**src/rtl/spi_responder_pkg.sv**
```systemverilog
// Shared types and constants for the SPI mode-0 register-bank responder.
// State encoding, command-byte field positions and the fixed ID address.
package spi_responder_pkg;

   typedef enum logic [1:0] {
      ST_IDLE = 2'd0,
      ST_CMD  = 2'd1,
      ST_DATA = 2'd2
   } state_t;

   localparam logic [3:0] WHOAMI_ADDR = 4'hF;
   localparam int         CMD_RW_BIT  = 7;
   localparam int         CMD_MS_BIT  = 6;
   localparam int         NUM_REGS    = 15;

   // Burst addressing: advance only in multi-byte mode, wrapping 0xF -> 0x0.
   function automatic logic [3:0] next_addr(input logic [3:0] addr, input logic ms);
      return ms ? addr + 4'd1 : addr;
   endfunction

endpackage

```
**src/rtl/spi_responder_if.sv**
```systemverilog
// Pin-level bundle for spi_responder: SPI wires, local load port and write report.
// The responder takes the slave view; the bench or board logic takes the master view.
interface spi_responder_if;

   logic       SPI_SCK;
   logic       SPI_CSN;
   logic       SPI_MOSI;
   logic       SPI_MISO;
   logic       SPI_MISO_OE;
   logic       LD_EN;
   logic [3:0] LD_ADDR;
   logic [7:0] LD_DATA;
   logic       WR_STB;
   logic [3:0] WR_ADDR;
   logic [7:0] WR_DATA;
   logic       BUSY;

   modport slave (
      input  SPI_SCK, SPI_CSN, SPI_MOSI, LD_EN, LD_ADDR, LD_DATA,
      output SPI_MISO, SPI_MISO_OE, WR_STB, WR_ADDR, WR_DATA, BUSY
   );

   modport master (
      output SPI_SCK, SPI_CSN, SPI_MOSI, LD_EN, LD_ADDR, LD_DATA,
      input  SPI_MISO, SPI_MISO_OE, WR_STB, WR_ADDR, WR_DATA, BUSY
   );

endinterface

```
**src/rtl/spi_sync_edge.sv**
```systemverilog
// Two-flop synchronizer for an asynchronous pin, plus a history flop that
// yields single-cycle rise/fall pulses on the synchronized level.
module spi_sync_edge #(
   parameter logic RST_LEVEL = 1'b0
) (
   input  logic clk,
   input  logic srst,
   input  logic din,
   output logic level,
   output logic rise,
   output logic fall
);

   logic meta_reg;
   logic sync_reg;
   logic prev_reg;

   always_ff @(posedge clk) begin
      if (srst) begin
         meta_reg <= RST_LEVEL;
         sync_reg <= RST_LEVEL;
         prev_reg <= RST_LEVEL;
      end else begin
         meta_reg <= din;
         sync_reg <= meta_reg;
         prev_reg <= sync_reg;
      end
   end

   assign level = sync_reg;
   assign rise  = sync_reg & ~prev_reg;
   assign fall  = ~sync_reg & prev_reg;

endmodule

```
**src/rtl/spi_responder.sv**
```systemverilog
// SPI mode-0 slave exposing a 16x8 register bank with LIS3DH-style commands,
// a local load port and a per-byte write strobe.
module spi_responder
   import spi_responder_pkg::*;
#(
   parameter logic [7:0] WHOAMI = 8'h33,
   parameter logic [7:0] RSTVAL = 8'h00
) (
   input  logic           CLK,
   input  logic           RES,
   spi_responder_if.slave bus
);

   logic sck_rise, sck_fall, sck_level_unused;
   logic csn_level, csn_rise, csn_fall;
   logic mosi_meta_reg, mosi_sync_reg;
   logic armed_reg;

   // CSN syncs reset low so that a CSN still low after reset never produces a
   // falling edge; armed_reg then waits to see CSN high before accepting a start.
   spi_sync_edge #(.RST_LEVEL(1'b0)) u_sync_sck (
      .clk   (CLK),
      .srst  (RES),
      .din   (bus.SPI_SCK),
      .level (sck_level_unused),
      .rise  (sck_rise),
      .fall  (sck_fall)
   );

   spi_sync_edge #(.RST_LEVEL(1'b0)) u_sync_csn (
      .clk   (CLK),
      .srst  (RES),
      .din   (bus.SPI_CSN),
      .level (csn_level),
      .rise  (csn_rise),
      .fall  (csn_fall)
   );

   always_ff @(posedge CLK) begin
      if (RES) begin
         mosi_meta_reg <= 1'b0;
         mosi_sync_reg <= 1'b0;
         armed_reg     <= 1'b0;
      end else begin
         mosi_meta_reg <= bus.SPI_MOSI;
         mosi_sync_reg <= mosi_meta_reg;
         if (csn_level) begin
            armed_reg <= 1'b1;
         end
      end
   end

   state_t     state_reg,     state_next;
   logic [2:0] bit_cnt_reg,   bit_cnt_next;
   logic [7:0] in_shift_reg,  in_shift_next;
   logic [7:0] out_shift_reg, out_shift_next;
   logic [3:0] addr_reg,      addr_next;
   logic       rw_reg,        rw_next;
   logic       ms_reg,        ms_next;
   logic       miso_reg,      miso_next;
   logic       wr_stb_reg,    wr_stb_next;
   logic [3:0] wr_addr_reg,   wr_addr_next;
   logic [7:0] wr_data_reg,   wr_data_next;
   logic       commit_en;

   logic [7:0] regs_mem [NUM_REGS];
   logic [7:0] shift_in;
   logic [3:0] rd_addr;
   logic [7:0] rd_data;

   assign shift_in = {in_shift_reg[6:0], mosi_sync_reg};

   // The only shifter loads are at the end of a command byte (new address) and
   // at the end of a read data byte (advanced address), so one read port suffices.
   assign rd_addr = (state_reg == ST_CMD) ? shift_in[3:0] : next_addr(addr_reg, ms_reg);
   assign rd_data = (rd_addr == WHOAMI_ADDR) ? WHOAMI : regs_mem[rd_addr];

   always_ff @(posedge CLK) begin
      if (RES) begin
         state_reg     <= ST_IDLE;
         bit_cnt_reg   <= 3'd0;
         in_shift_reg  <= 8'h00;
         out_shift_reg <= 8'h00;
         addr_reg      <= 4'h0;
         rw_reg        <= 1'b0;
         ms_reg        <= 1'b0;
         miso_reg      <= 1'b0;
         wr_stb_reg    <= 1'b0;
         wr_addr_reg   <= 4'h0;
         wr_data_reg   <= 8'h00;
      end else begin
         state_reg     <= state_next;
         bit_cnt_reg   <= bit_cnt_next;
         in_shift_reg  <= in_shift_next;
         out_shift_reg <= out_shift_next;
         addr_reg      <= addr_next;
         rw_reg        <= rw_next;
         ms_reg        <= ms_next;
         miso_reg      <= miso_next;
         wr_stb_reg    <= wr_stb_next;
         wr_addr_reg   <= wr_addr_next;
         wr_data_reg   <= wr_data_next;
      end
   end

   always_comb begin
      state_next     = state_reg;
      bit_cnt_next   = bit_cnt_reg;
      in_shift_next  = in_shift_reg;
      out_shift_next = out_shift_reg;
      addr_next      = addr_reg;
      rw_next        = rw_reg;
      ms_next        = ms_reg;
      miso_next      = miso_reg;
      wr_stb_next    = 1'b0;
      wr_addr_next   = wr_addr_reg;
      wr_data_next   = wr_data_reg;
      commit_en      = 1'b0;

      case (state_reg)
         ST_IDLE: begin
            miso_next = 1'b0;
            if (csn_fall && armed_reg) begin
               state_next   = ST_CMD;
               bit_cnt_next = 3'd0;
            end
         end

         ST_CMD: begin
            miso_next = 1'b0;
            if (sck_rise) begin
               in_shift_next = shift_in;
               bit_cnt_next  = bit_cnt_reg + 3'd1;
               if (bit_cnt_reg == 3'd7) begin
                  addr_next  = shift_in[3:0];
                  rw_next    = shift_in[CMD_RW_BIT];
                  ms_next    = shift_in[CMD_MS_BIT];
                  state_next = ST_DATA;
                  if (shift_in[CMD_RW_BIT]) begin
                     out_shift_next = rd_data;
                  end
               end
            end
         end

         ST_DATA: begin
            if (rw_reg) begin
               // The trailing fall of each byte presents bit 7 of the next one.
               if (sck_fall) begin
                  miso_next      = out_shift_reg[7];
                  out_shift_next = {out_shift_reg[6:0], 1'b0};
               end
               if (sck_rise) begin
                  bit_cnt_next = bit_cnt_reg + 3'd1;
                  if (bit_cnt_reg == 3'd7) begin
                     addr_next      = next_addr(addr_reg, ms_reg);
                     out_shift_next = rd_data;
                  end
               end
            end else begin
               miso_next = 1'b0;
               if (sck_rise) begin
                  in_shift_next = shift_in;
                  bit_cnt_next  = bit_cnt_reg + 3'd1;
                  if (bit_cnt_reg == 3'd7) begin
                     commit_en    = (addr_reg != WHOAMI_ADDR);
                     wr_stb_next  = 1'b1;
                     wr_addr_next = addr_reg;
                     wr_data_next = shift_in;
                     addr_next    = next_addr(addr_reg, ms_reg);
                  end
               end
            end
         end

         default: begin
            state_next = ST_IDLE;
         end
      endcase

      if (csn_rise) begin
         state_next = ST_IDLE;
      end
   end

   // Per-register write selects; an SPI commit takes priority over a local load.
   logic [NUM_REGS-1:0] commit_sel;
   logic [NUM_REGS-1:0] load_sel;

   genvar gi;
   generate
      for (gi = 0; gi < NUM_REGS; gi++) begin : g_sel
         assign commit_sel[gi] = commit_en && (addr_reg == 4'(gi));
         assign load_sel[gi]   = bus.LD_EN && (bus.LD_ADDR == 4'(gi));
      end
   endgenerate

   always_ff @(posedge CLK) begin
      if (RES) begin
         for (int i = 0; i < NUM_REGS; i++) begin
            regs_mem[i] <= RSTVAL;
         end
      end else begin
         for (int i = 0; i < NUM_REGS; i++) begin
            if (commit_sel[i]) begin
               regs_mem[i] <= shift_in;
            end else if (load_sel[i]) begin
               regs_mem[i] <= bus.LD_DATA;
            end
         end
      end
   end

   assign bus.SPI_MISO    = miso_reg;
   assign bus.SPI_MISO_OE = armed_reg & ~csn_level;
   assign bus.BUSY        = armed_reg & ~csn_level;
   assign bus.WR_STB      = wr_stb_reg;
   assign bus.WR_ADDR     = wr_addr_reg;
   assign bus.WR_DATA     = wr_data_reg;

endmodule

```
**src/flat_wrapper.sv**
```systemverilog
// flat-port wrapper written by rule: the top's interface ports become plain ports
module spi_responder_flat import spi_responder_pkg::*;
#(
   parameter logic [7:0] WHOAMI = 8'h33,
   parameter logic [7:0] RSTVAL = 8'h00
)
  (CLK, RES, bus_SPI_SCK, bus_SPI_CSN, bus_SPI_MOSI, bus_LD_EN, bus_LD_ADDR, bus_LD_DATA, bus_SPI_MISO, bus_SPI_MISO_OE, bus_WR_STB, bus_WR_ADDR, bus_WR_DATA, bus_BUSY);
  spi_responder_if bus_i ();
  input  logic CLK;
  input  logic RES;
  input wire logic [$bits(bus_i.SPI_SCK)-1:0] bus_SPI_SCK;
  input wire logic [$bits(bus_i.SPI_CSN)-1:0] bus_SPI_CSN;
  input wire logic [$bits(bus_i.SPI_MOSI)-1:0] bus_SPI_MOSI;
  input wire logic [$bits(bus_i.LD_EN)-1:0] bus_LD_EN;
  input wire logic [$bits(bus_i.LD_ADDR)-1:0] bus_LD_ADDR;
  input wire logic [$bits(bus_i.LD_DATA)-1:0] bus_LD_DATA;
  output wire logic [$bits(bus_i.SPI_MISO)-1:0] bus_SPI_MISO;
  output wire logic [$bits(bus_i.SPI_MISO_OE)-1:0] bus_SPI_MISO_OE;
  output wire logic [$bits(bus_i.WR_STB)-1:0] bus_WR_STB;
  output wire logic [$bits(bus_i.WR_ADDR)-1:0] bus_WR_ADDR;
  output wire logic [$bits(bus_i.WR_DATA)-1:0] bus_WR_DATA;
  output wire logic [$bits(bus_i.BUSY)-1:0] bus_BUSY;
  assign bus_i.SPI_SCK = bus_SPI_SCK;
  assign bus_i.SPI_CSN = bus_SPI_CSN;
  assign bus_i.SPI_MOSI = bus_SPI_MOSI;
  assign bus_i.LD_EN = bus_LD_EN;
  assign bus_i.LD_ADDR = bus_LD_ADDR;
  assign bus_i.LD_DATA = bus_LD_DATA;
  assign bus_SPI_MISO = bus_i.SPI_MISO;
  assign bus_SPI_MISO_OE = bus_i.SPI_MISO_OE;
  assign bus_WR_STB = bus_i.WR_STB;
  assign bus_WR_ADDR = bus_i.WR_ADDR;
  assign bus_WR_DATA = bus_i.WR_DATA;
  assign bus_BUSY = bus_i.BUSY;
  spi_responder #(.WHOAMI(WHOAMI), .RSTVAL(RSTVAL)) u_core (.CLK(CLK), .RES(RES), .bus(bus_i));
endmodule
```
**config.mk**
```make
export PLATFORM = sky130hd
export DESIGN_NAME = spi_responder_flat
export DESIGN_NICKNAME = d
export VERILOG_FILES = /design/src/rtl/spi_responder_pkg.sv /design/src/rtl/spi_responder_if.sv /design/src/rtl/spi_sync_edge.sv /design/src/rtl/spi_responder.sv /design/src/flat_wrapper.sv
export SDC_FILE = /design/constraint.sdc
export NUM_CORES = 1
export LEC_CHECK = 0
export BUFFER_PORTS_ARGS = -buffer_cell sky130_fd_sc_hd__clkbuf_2
export CORE_MARGIN = 2
export CORE_UTILIZATION = 55
export CTS_BUF_LIST = sky130_fd_sc_hd__clkbuf_8
export DETAILED_ROUTE_END_ITERATION = 8
export GPL_TIMING_DRIVEN = 1
export HOLD_SLACK_MARGIN = 0.05
export PLACE_DENSITY = 0.83
export SLEW_MARGIN = 20
export SYNTH_ARGS = -nofsm -noshare
export SYNTH_HDL_FRONTEND = slang
export SYNTH_HIERARCHICAL = 1
export SYNTH_SLANG_ARGS = --single-unit
```
**constraint.sdc**
```tcl
create_clock -name CLK -period 3.2 [get_ports CLK]
set_input_delay 0.16 -clock CLK [delete_from_list [all_inputs] [get_ports CLK]]
set_output_delay 0.16 -clock CLK [all_outputs]
set_load 0.005 [all_outputs]
```
==> results of run 1 <==
==> worst max path at each step <==
stage	start	endpoint	slack (ns)	cells after the start
2_1_floorplan	u_core/bit_cnt_reg[0]$_SDFFE_PP0P_	u_core/regs_mem[11][0]$_SDFFCE_PP0P_	1.00	8
3_5_place_dp	u_core/addr_reg[1]$_SDFFE_PP0P_	u_core/out_shift_reg[3]$_SDFFE_PP0P_	0.40	8
5_1_grt	u_core/state_reg[1]$_SDFFE_PP0P_	u_core/out_shift_reg[7]$_SDFFE_PP0P_	0.16	9
3_3_place_gp	u_core/state_reg[0]$_SDFFE_PP0P_	u_core/regs_mem[11][0]$_SDFFCE_PP0P_	0.55	9
4_1_cts	u_core/state_reg[0]$_SDFFE_PP0P_	u_core/regs_mem[13][0]$_SDFFCE_PP0P_	0.40	8
6_report	u_core/addr_reg[1]$_SDFFE_PP0P_	u_core/out_shift_reg[3]$_SDFFE_PP0P_	0.35	8
==> logic make-up after synthesis <==
family | Yosys count
flip-flops | 169
AO/OA/AOI/OAI | 185
adder cells (fa/ha/maj) | 9
buffers and inverters | 70
AND/OR/NAND/NOR | 220
multiplexers | 84
XOR/XNOR | 2
==> power by group <==
group | internal, mW | switching, mW | total, mW
sequential | 2.42 | 0.0311 | 2.45
combinational | 0.0729 | 0.164 | 0.237
clock | 0.758 | 0.773 | 1.53
==> placed cells by master (no fill, tap or decap), drive strengths merged, types with 4 or more instances in the layout <==
cell type,instances
edfxtp,120
nand2,91
a22o,80
clkbuf,50
dfxtp,49
mux2,47
a21oi,41
nor2,36
buf,25
nand3,25
nor2b,24
mux2i,24
inv,13
mux4,13
nor3,9
and3,9
a31oi,9
ha,9
o21ai,8
a22oi,7
clkinv,7
o221ai,6
o211ai,5
nand4,4
and2,4
nor4,4
==> layer usage <==
layer	part of all wire, %	vias up
met1	37	3234
met3	12	87
met5	0.046	-
met4	3.9	2
met2	47	473
li1	-	2862
==> worst max-delay path: stages, from the launching register on <==
cell,delay (ns)
dfxtp_1,0.47
inv_1,0.11
ha_1,0.31
mux2i_1,0.10
o21ai_2,0.72
buf_4,0.32
mux4_2,0.33
o221ai_1,0.21
o22ai_1,0.13
==> per-stage QoR <==
| stage | std cells | hold slack, ns | util (%) | setup slack, ns |
|---|---|---|---|---|
| after global placement | 949 | 0.367 | 58.9 | 0.549 |
| after floorplan | 739 | 0.232 | - | 1.00 |
| final | 984 | 0.178 | 61.7 | 0.345 |
| after global routing | 984 | 0.182 | 61.7 | 0.159 |
| after CTS | 984 | 0.143 | 61.7 | 0.399 |
| after detailed placement | 949 | 0.381 | 58.9 | 0.399 |
==> area by class of cell <==
class | instances | share of cell area [%]
Clock buffer | 17 | 2.48
Sequential cell | 169 | 48.7
Tap cell | 211 | 2.80
Inverter | 11 | 0.438
Timing Repair Buffer | 61 | 4.33
Clock inverter | 15 | 1.71
Multi-Input combinational cell | 500 | 39.6
==> results.sh, run 1 <==
export IMPL_synth_warnings=6
export IMPL_cts_resized=0
export IMPL_yosysMostFrequentCell="edfxtp_1"
export IMPL_die_area_mm2=0.0167
export IMPL_grt_max_degree=60
export IMPL_numCtsBuffers=17
export IMPL_placed_area_mm2=0.00899
export IMPL_fin_crit_sh_pct=89.2
export IMPL_required_ns=3.49
export IMPL_drc_errors=0
export IMPL_synth_area_leaders="edfxtp_1 42%, dfxtp_1 11%, a22o_1 8.1%"
export IMPL_ios=34
export IMPL_max_cap_violations=0
export IMPL_grt_pass1_vias=6446
export IMPL_netlist_cell_type_count=71
export IMPL_p_per_area_mw_per_mm2=448
export IMPL_fmax_mhz=350
export IMPL_drtIter0Drc=945
export IMPL_postSynth_topFlopCell="edfxtp_1"
export IMPL_met1_usage_pct=38.0
export IMPL_reg2reg_to="u_core/out_shift_reg[3]$_SDFFE_PP0P_"
export IMPL_final_area_mm2=0.00942
export IMPL_grt_first_pass_wirelength_mm=36.5
export IMPL_dp_hpwl_mm=16.2
export IMPL_synth_common_cells="120 x edfxtp_1, 91 x nand2_1, 80 x a22o_1, 49 x dfxtp_1, 47 x mux2_2"
export IMPL_clockRootBuffer="clkbuf_8"
export IMPL_gp_routability_congestion=0.954
export IMPL_wl_mm=24.1
export IMPL_holdCritPathClass="input port to register"
export IMPL_rows=45
export IMPL_skew_ns=0.0140
export IMPL_path_class="register to register"
export IMPL_ir_worst_vdd_mv=0.336
export IMPL_ant_nets=0
export IMPL_die_h_um=129
export IMPL_finalPower_mw=4.22
export IMPL_drive_gt1_share_pct=21.2
export IMPL_busiest_layer="met2"
export IMPL_synth_seq_cells=169
export IMPL_rsz0062_at_grt="false"
export IMPL_synth_area_mm2=0.00862
export IMPL_holdPathStages=2
export IMPL_globalRouteMet2Util_pct=48.0
export IMPL_cts_hold_buf=3
export IMPL_synth_fa_ha_area_share_pct=1.31
export IMPL_clock_sinks=169
export IMPL_leakage_nw=3.54
export IMPL_io_buffers=33
export IMPL_synth_top_area_share_pct=41.8
export IMPL_insertion_delay_ns=0.46
export IMPL_clk_pin_slew_ns=0.08
export IMPL_synthArstFlopShare_pct=0
export IMPL_cp_max_fo=15
export IMPL_start_util_pct=56.5
export IMPL_num_antenna_cells=0
export IMPL_wl_per_cell_um=24.5
export IMPL_vias=6658
export IMPL_syn_area_per_cell_um2=11.7
export IMPL_fp_dieW_um=129
export IMPL_yosys_area_share_simple_pct=12.6
export IMPL_largest_register_ffs=120
export IMPL_r2r_start="u_core/addr_reg[1]$_SDFFE_PP0P_"
export IMPL_via_per_inst=6.77
export IMPL_synthToLayoutAreaGrowth_pct=9.32
export IMPL_synth_top_area_cell="edfxtp_1"
export IMPL_crit_arrival_ns=3.15
export IMPL_synth_edff_count=120
export IMPL_status="finished clean"
export IMPL_fin_tns_setup_ns=0
export IMPL_cp_end_kind="register"
export IMPL_relSlewSlack_pct=40.7
export IMPL_drv_slew=0
export IMPL_crit_path_start_kind="register"
export IMPL_finalHoldViolCount=0
export IMPL_core_mm2=0.0153
export IMPL_hold_end="u_core/in_shift_reg[1]$_SDFFE_PP0P_"
export IMPL_synth_area_mux_share_pct=12.4
export IMPL_grt_use_total_pct=29.9
export IMPL_antenna_found_initial=1
export IMPL_rr_worst_depth=8
export IMPL_first_pass_iters=5
export IMPL_synth_top_family_by_area="compound AO/OA/AOI/OAI gates"
export IMPL_syn_inst=739
export IMPL_synth_xor_area_share_pct=0.290
export IMPL_regArea_mm2=0.00458
export IMPL_synth_compound_area_share_pct=16.6
export IMPL_grt_ovfl_total=0
export IMPL_met3_usage_pct=8.63
export IMPL_cts_htree_levels=4
export IMPL_tightest_slew_ns=0.890
export IMPL_reg2reg_setup_slack_ns=0.35
export IMPL_cts_tree="built"
export IMPL_multi_input_area_mm2=0.00373
export IMPL_setup_viol=0
export IMPL_cts_setup_buffers=0
export IMPL_fillers=1193
export IMPL_yosysSeqAreaShare_pct=53.2
export IMPL_clock_path_buffers=2
export IMPL_synth_nets=766
export IMPL_min_period_ns=2.85
export IMPL_hold_path_startpoint="RES"
export IMPL_fin_nets=787
Power figures use the tool's default switching activity.
==> run 2: changes to the inputs <==
Clock period 3.2 ns to 3.5 ns, I/O delays scaled along.
==> results.sh, run 2 (synthesized netlist as in run 1, its figures left out) <==
export IMPL_status="finished clean"
export IMPL_max_cap_violations=0
export IMPL_worst_path_most_repeated_cell="mux2i_1"
export IMPL_core_mm2=0.0153
export IMPL_setup_viol=0
export IMPL_path_class="register to register"
export IMPL_fin_cells=976
export IMPL_clk_pin_slew_ns=0.10
export IMPL_wl_per_cell_um=24.4
export IMPL_largest_register_ffs=120
export IMPL_vias=6760
export IMPL_wl_mm=23.8
export IMPL_insertion_delay_ns=0.48
export IMPL_synthToLayoutAreaGrowth_pct=9.22
export IMPL_fin_crit_sh_pct=90.2
export IMPL_cts_setup_buffers=0
export IMPL_grt_use_total_pct=29.5
export IMPL_cp_max_fo=17
export IMPL_dp_slack_ns=0.443
export IMPL_setup_ws_ns=0.343
export IMPL_io_buffers=33
export IMPL_required_ns=3.85
export IMPL_clockRootBuffer="clkbuf_8"
export IMPL_p_per_area_mw_per_mm2=434
export IMPL_crit_arrival_ns=3.50
export IMPL_final_common_cell="edfxtp_1"
export IMPL_skew_ns=0.0167
export IMPL_rsz0062_at_grt="false"
export IMPL_cts_tree="built"
export IMPL_fmax_mhz=317
export IMPL_antenna_found_initial=1
export IMPL_mostFrequentLayoutCells="120 x edfxtp_1, 91 x nand2_1, 80 x a22o_1, 49 x dfxtp_1, 47 x mux2_2"
export IMPL_cp_end_kind="register"
export IMPL_drc_errors=0
export IMPL_numCtsBuffers=17
export IMPL_leakage_nw=3.53
export IMPL_start_util_pct=56.5
export IMPL_via_per_inst=6.93
export IMPL_fin_nets=779
export IMPL_utilization_pct=61.7
export IMPL_relSlewSlack_pct=40.0
export IMPL_drv_slew=0
export IMPL_min_period_ns=3.16
export IMPL_dp_hpwl_mm=15.9
export IMPL_grt_ovfl_total=0
export IMPL_cts_htree_levels=4
export IMPL_ios=34
export IMPL_ir_worst_vdd_mv=0.277
export IMPL_cts_resized=0
export IMPL_fp_dieW_um=129
export IMPL_finalHoldViolCount=0
export IMPL_fin_tns_setup_ns=0
export IMPL_clock_sinks=169
export IMPL_ant_nets=0
export IMPL_drtIter0Drc=1053
export IMPL_die_h_um=129
export IMPL_holdCritPathClass="input port to register"
export IMPL_crit_path_start_kind="register"
export IMPL_tightest_slew_ns=0.900
export IMPL_num_antenna_cells=0
export IMPL_first_pass_iters=7
export IMPL_crit_path_cell_trace="inv_1 > ha_1 > nand2_1 > o21a_1 > buf_4 > mux2i_1 > mux2i_1 > a221oi_2 > a31oi_1"
export IMPL_dp_cells=941
export IMPL_rows=45
export IMPL_whs_ns=0.320
export IMPL_grt_max_degree=47
export IMPL_cpPeakStageDelay_ns=0.69
export IMPL_drive_gt1_share_pct=20.5
export IMPL_die_area_mm2=0.0167
export IMPL_grt_first_pass_wirelength_mm=36.4
export IMPL_cp_slowest_cell="o21a_1"
export IMPL_clock_path_buffers=2
export IMPL_gp_routability_congestion=0.955
export IMPL_grt_pass1_vias=6604
[run 2: routing by layer]
metal,part of all wire (%),GRT usage (%),vias up
li1,-,-,2849
met1,37,38.6,3217
met2,45,44.8,542
met3,12,7.18,150
met4,5.9,17.8,2
met5,0.055,0,-
[run 2: area by class of cell]
cell class,instances,area [um2]
Clock buffer,20,275
Timing Repair Buffer,53,323
Clock inverter,12,196
Sequential cell,169,4580
Multi-Input combinational cell,500,3730
Fill cell,1176,5850
Inverter,11,41.3
Tap cell,211,264
[run 2: stage by stage]
stage	instance area, um2	power [mW]
after floorplan	8620	2.41
after global placement	8910	2.48
after detailed placement	8910	2.49
after CTS	9410	4.07
after global routing	9410	4.18
final	9410	4.09
[run 2: what timing repair did]
action / in CTS / in global routing
endpoints found under the setup margin: 0 / 0
hold endpoints to repair: 3 / 0
hold buffers: 3 / 0
[run 2: worst paths after layout]
path                                         start                              endpoint  slack [ns]  depth (start not counted)
max               u_core/state_reg[1]$_SDFFE_PP0P_  u_core/out_shift_reg[1]$_SDFFE_PP0P_        0.34                          9
min                                 bus_LD_DATA[1]   u_core/regs_mem[5][1]$_SDFFCE_PN0P_        0.32                          2
max reg2reg       u_core/state_reg[1]$_SDFFE_PP0P_  u_core/out_shift_reg[1]$_SDFFE_PP0P_        0.34                          9
min reg2reg  u_core/u_sync_csn/meta_reg$_SDFF_PP0_    u_core/u_sync_csn/level$_SDFF_PP0_        0.45                          1
[run 2: report_power, final]
| group | switching, mW | total [mW] | internal [mW] |
|---|---|---|---|
| registers | 0.0257 | 2.24 | 2.22 |
| clock network | 0.723 | 1.63 | 0.905 |
| logic | 0.151 | 0.217 | 0.0660 |
[run 2: worst max-delay path, delay by kind of cell, from the launching register on]
| family | cells | cell delay (ns) |
|---|---|---|
| fa+ha+maj | 1 | 0.30 |
| simple gates | 1 | 0.22 |
| compound gates | 3 | 1.13 |
| flops | 1 | 0.39 |
| mux | 2 | 0.47 |
| buf+inv | 2 | 0.48 |
==> run 3: changes to the inputs <==
Settings changed: CORE_UTILIZATION 55 to 45, PLACE_DENSITY 0.83 to 0.72.
==> results.sh, run 3 (synthesized netlist as in run 1, its figures left out) <==
export IMPL_max_cap_violations=0
export IMPL_utilization_pct=50.0
export IMPL_finalPower_mw=3.89
export IMPL_fin_crit_sh_pct=85.0
export IMPL_status="finished clean"
export IMPL_cts_htree_levels=4
export IMPL_path_class="register to register"
export IMPL_start_util_pct=45.9
export IMPL_synthToLayoutAreaGrowth_pct=8.90
export IMPL_num_antenna_cells=0
export IMPL_clockRootBuffer="clkbuf_8"
export IMPL_fin_cells=1002
export IMPL_cts_setup_buffers=0
export IMPL_relSlewSlack_pct=35.5
export IMPL_grt_ovfl_total=0
export IMPL_p_per_area_mw_per_mm2=414
export IMPL_antenna_found_initial=1
export IMPL_crit_path_start_kind="register"
export IMPL_drtIter0Drc=684
export IMPL_io_buffers=33
export IMPL_largest_register_ffs=120
export IMPL_fp_dieW_um=142
export IMPL_skew_ns=0.0113
export IMPL_cp_end_kind="register"
export IMPL_gp_routability_congestion=0.935
export IMPL_numCtsBuffers=17
export IMPL_clock_sinks=169
export IMPL_fillers=1675
export IMPL_die_area_mm2=0.0203
export IMPL_holdCritPathClass="input port to register"
export IMPL_dp_cells=967
export IMPL_drv_slew=0
export IMPL_clk_pin_slew_ns=0.10
export IMPL_ios=34
export IMPL_setup_ws_ns=0.525
export IMPL_grt_use_total_pct=24.1
export IMPL_setup_viol=0
export IMPL_dp_hpwl_mm=16.3
export IMPL_tightest_slew_ns=0.963
export IMPL_fmax_mhz=336
export IMPL_dp_slack_ns=0.547
export IMPL_required_ns=3.85
export IMPL_min_period_ns=2.98
export IMPL_insertion_delay_ns=0.47
export IMPL_wl_mm=23.9
export IMPL_rows=50
export IMPL_die_h_um=142
export IMPL_core_mm2=0.0188
export IMPL_finalHoldViolCount=0
export IMPL_rsz0062_at_grt="false"
export IMPL_via_per_inst=6.36
export IMPL_mostFrequentLayoutCells="120 x edfxtp_1, 91 x nand2_1, 80 x a22o_1, 49 x dfxtp_1, 47 x mux2_2"
export IMPL_first_pass_iters=5
export IMPL_grt_first_pass_wirelength_mm=36.2
export IMPL_fin_tns_setup_ns=0
export IMPL_ir_worst_vdd_mv=0.204
export IMPL_clock_path_buffers=2
export IMPL_crit_arrival_ns=3.33
export IMPL_fin_nets=782
export IMPL_ant_nets=0
export IMPL_vias=6370
export IMPL_wl_per_cell_um=23.8
export IMPL_drc_errors=0
export IMPL_leakage_nw=3.51
export IMPL_final_common_cell="edfxtp_1"
export IMPL_cts_tree="built"
export IMPL_drive_gt1_share_pct=21.1
export IMPL_cp_max_fo=17
export IMPL_grt_max_degree=29
export IMPL_grt_pass1_vias=5975
==> run 3: final cells by class <==
class                           count  area, um2  share of cell area [%]
Clock buffer                       17        234                    2.49
Inverter                           11       41.3                   0.440
Tap cell                          234        293                    3.12
Sequential cell                   169       4580                    48.9
Multi-Input combinational cell    500       3730                    39.7
Clock inverter                     15        159                    1.69
Timing Repair Buffer               56        345                    3.68
==> run 3: per-stage QoR <==
| step | hold slack [ns] | cell area (um2) |
|---|---|---|
| finish | 0.280 | 9380 |
| global route | 0.279 | 9380 |
| CTS | 0.246 | 9380 |
| detailed placement | 0.392 | 8960 |
| global placement | 0.386 | 8960 |
| floorplan | 0.247 | 8620 |
==> run 3: worst paths after layout <==
path	start	slack, ns	cells after the start	endpoint
setup reg to reg	u_core/state_reg[1]$_SDFFE_PP0P_	0.52	9	u_core/out_shift_reg[1]$_SDFFE_PP0P_
setup / recovery	u_core/state_reg[1]$_SDFFE_PP0P_	0.52	9	u_core/out_shift_reg[1]$_SDFFE_PP0P_
hold / removal	RES	0.28	2	u_core/rw_reg$_SDFFE_PP0P_
hold reg to reg	u_core/u_sync_sck/meta_reg$_SDFF_PP0_	0.44	1	u_core/u_sync_sck/level$_SDFF_PP0_
==> run 3: routing by layer <==
metal / vias up / global-route usage [%] / part of all wire, %
met4: 2 / 10.1 / 3.6
met5: - / 0 / 0.063
li1: 2855 / - / -
met2: 368 / 38.6 / 47
met3: 57 / 6.29 / 10
met1: 3088 / 31.3 / 40
==> run 3: power by group <==
group	total (mW)	internal, mW	switching [mW]
Sequential	2.25	2.22	0.0307
Combinational	0.216	0.0664	0.150
Clock	1.42	0.649	0.774
Total	3.89	2.93	0.955
==> run 3: timing repair <==
| action | CTS | global route |
|---|---|---|
| hold buffers | 3 | 0 |
| resized for setup | 0 | 0 |
| hold endpoints to repair | 3 | 0 |
==> run 3: critical path, stage by stage, from the launching register on <==
cell      delay (ns)
dfxtp_1         0.37
inv_1           0.07
ha_1            0.36
nand2_1         0.22
o21a_1          0.66
buf_4           0.37
mux2i_1         0.23
mux2i_1         0.11
a221oi_2        0.34
a31oi_1         0.11
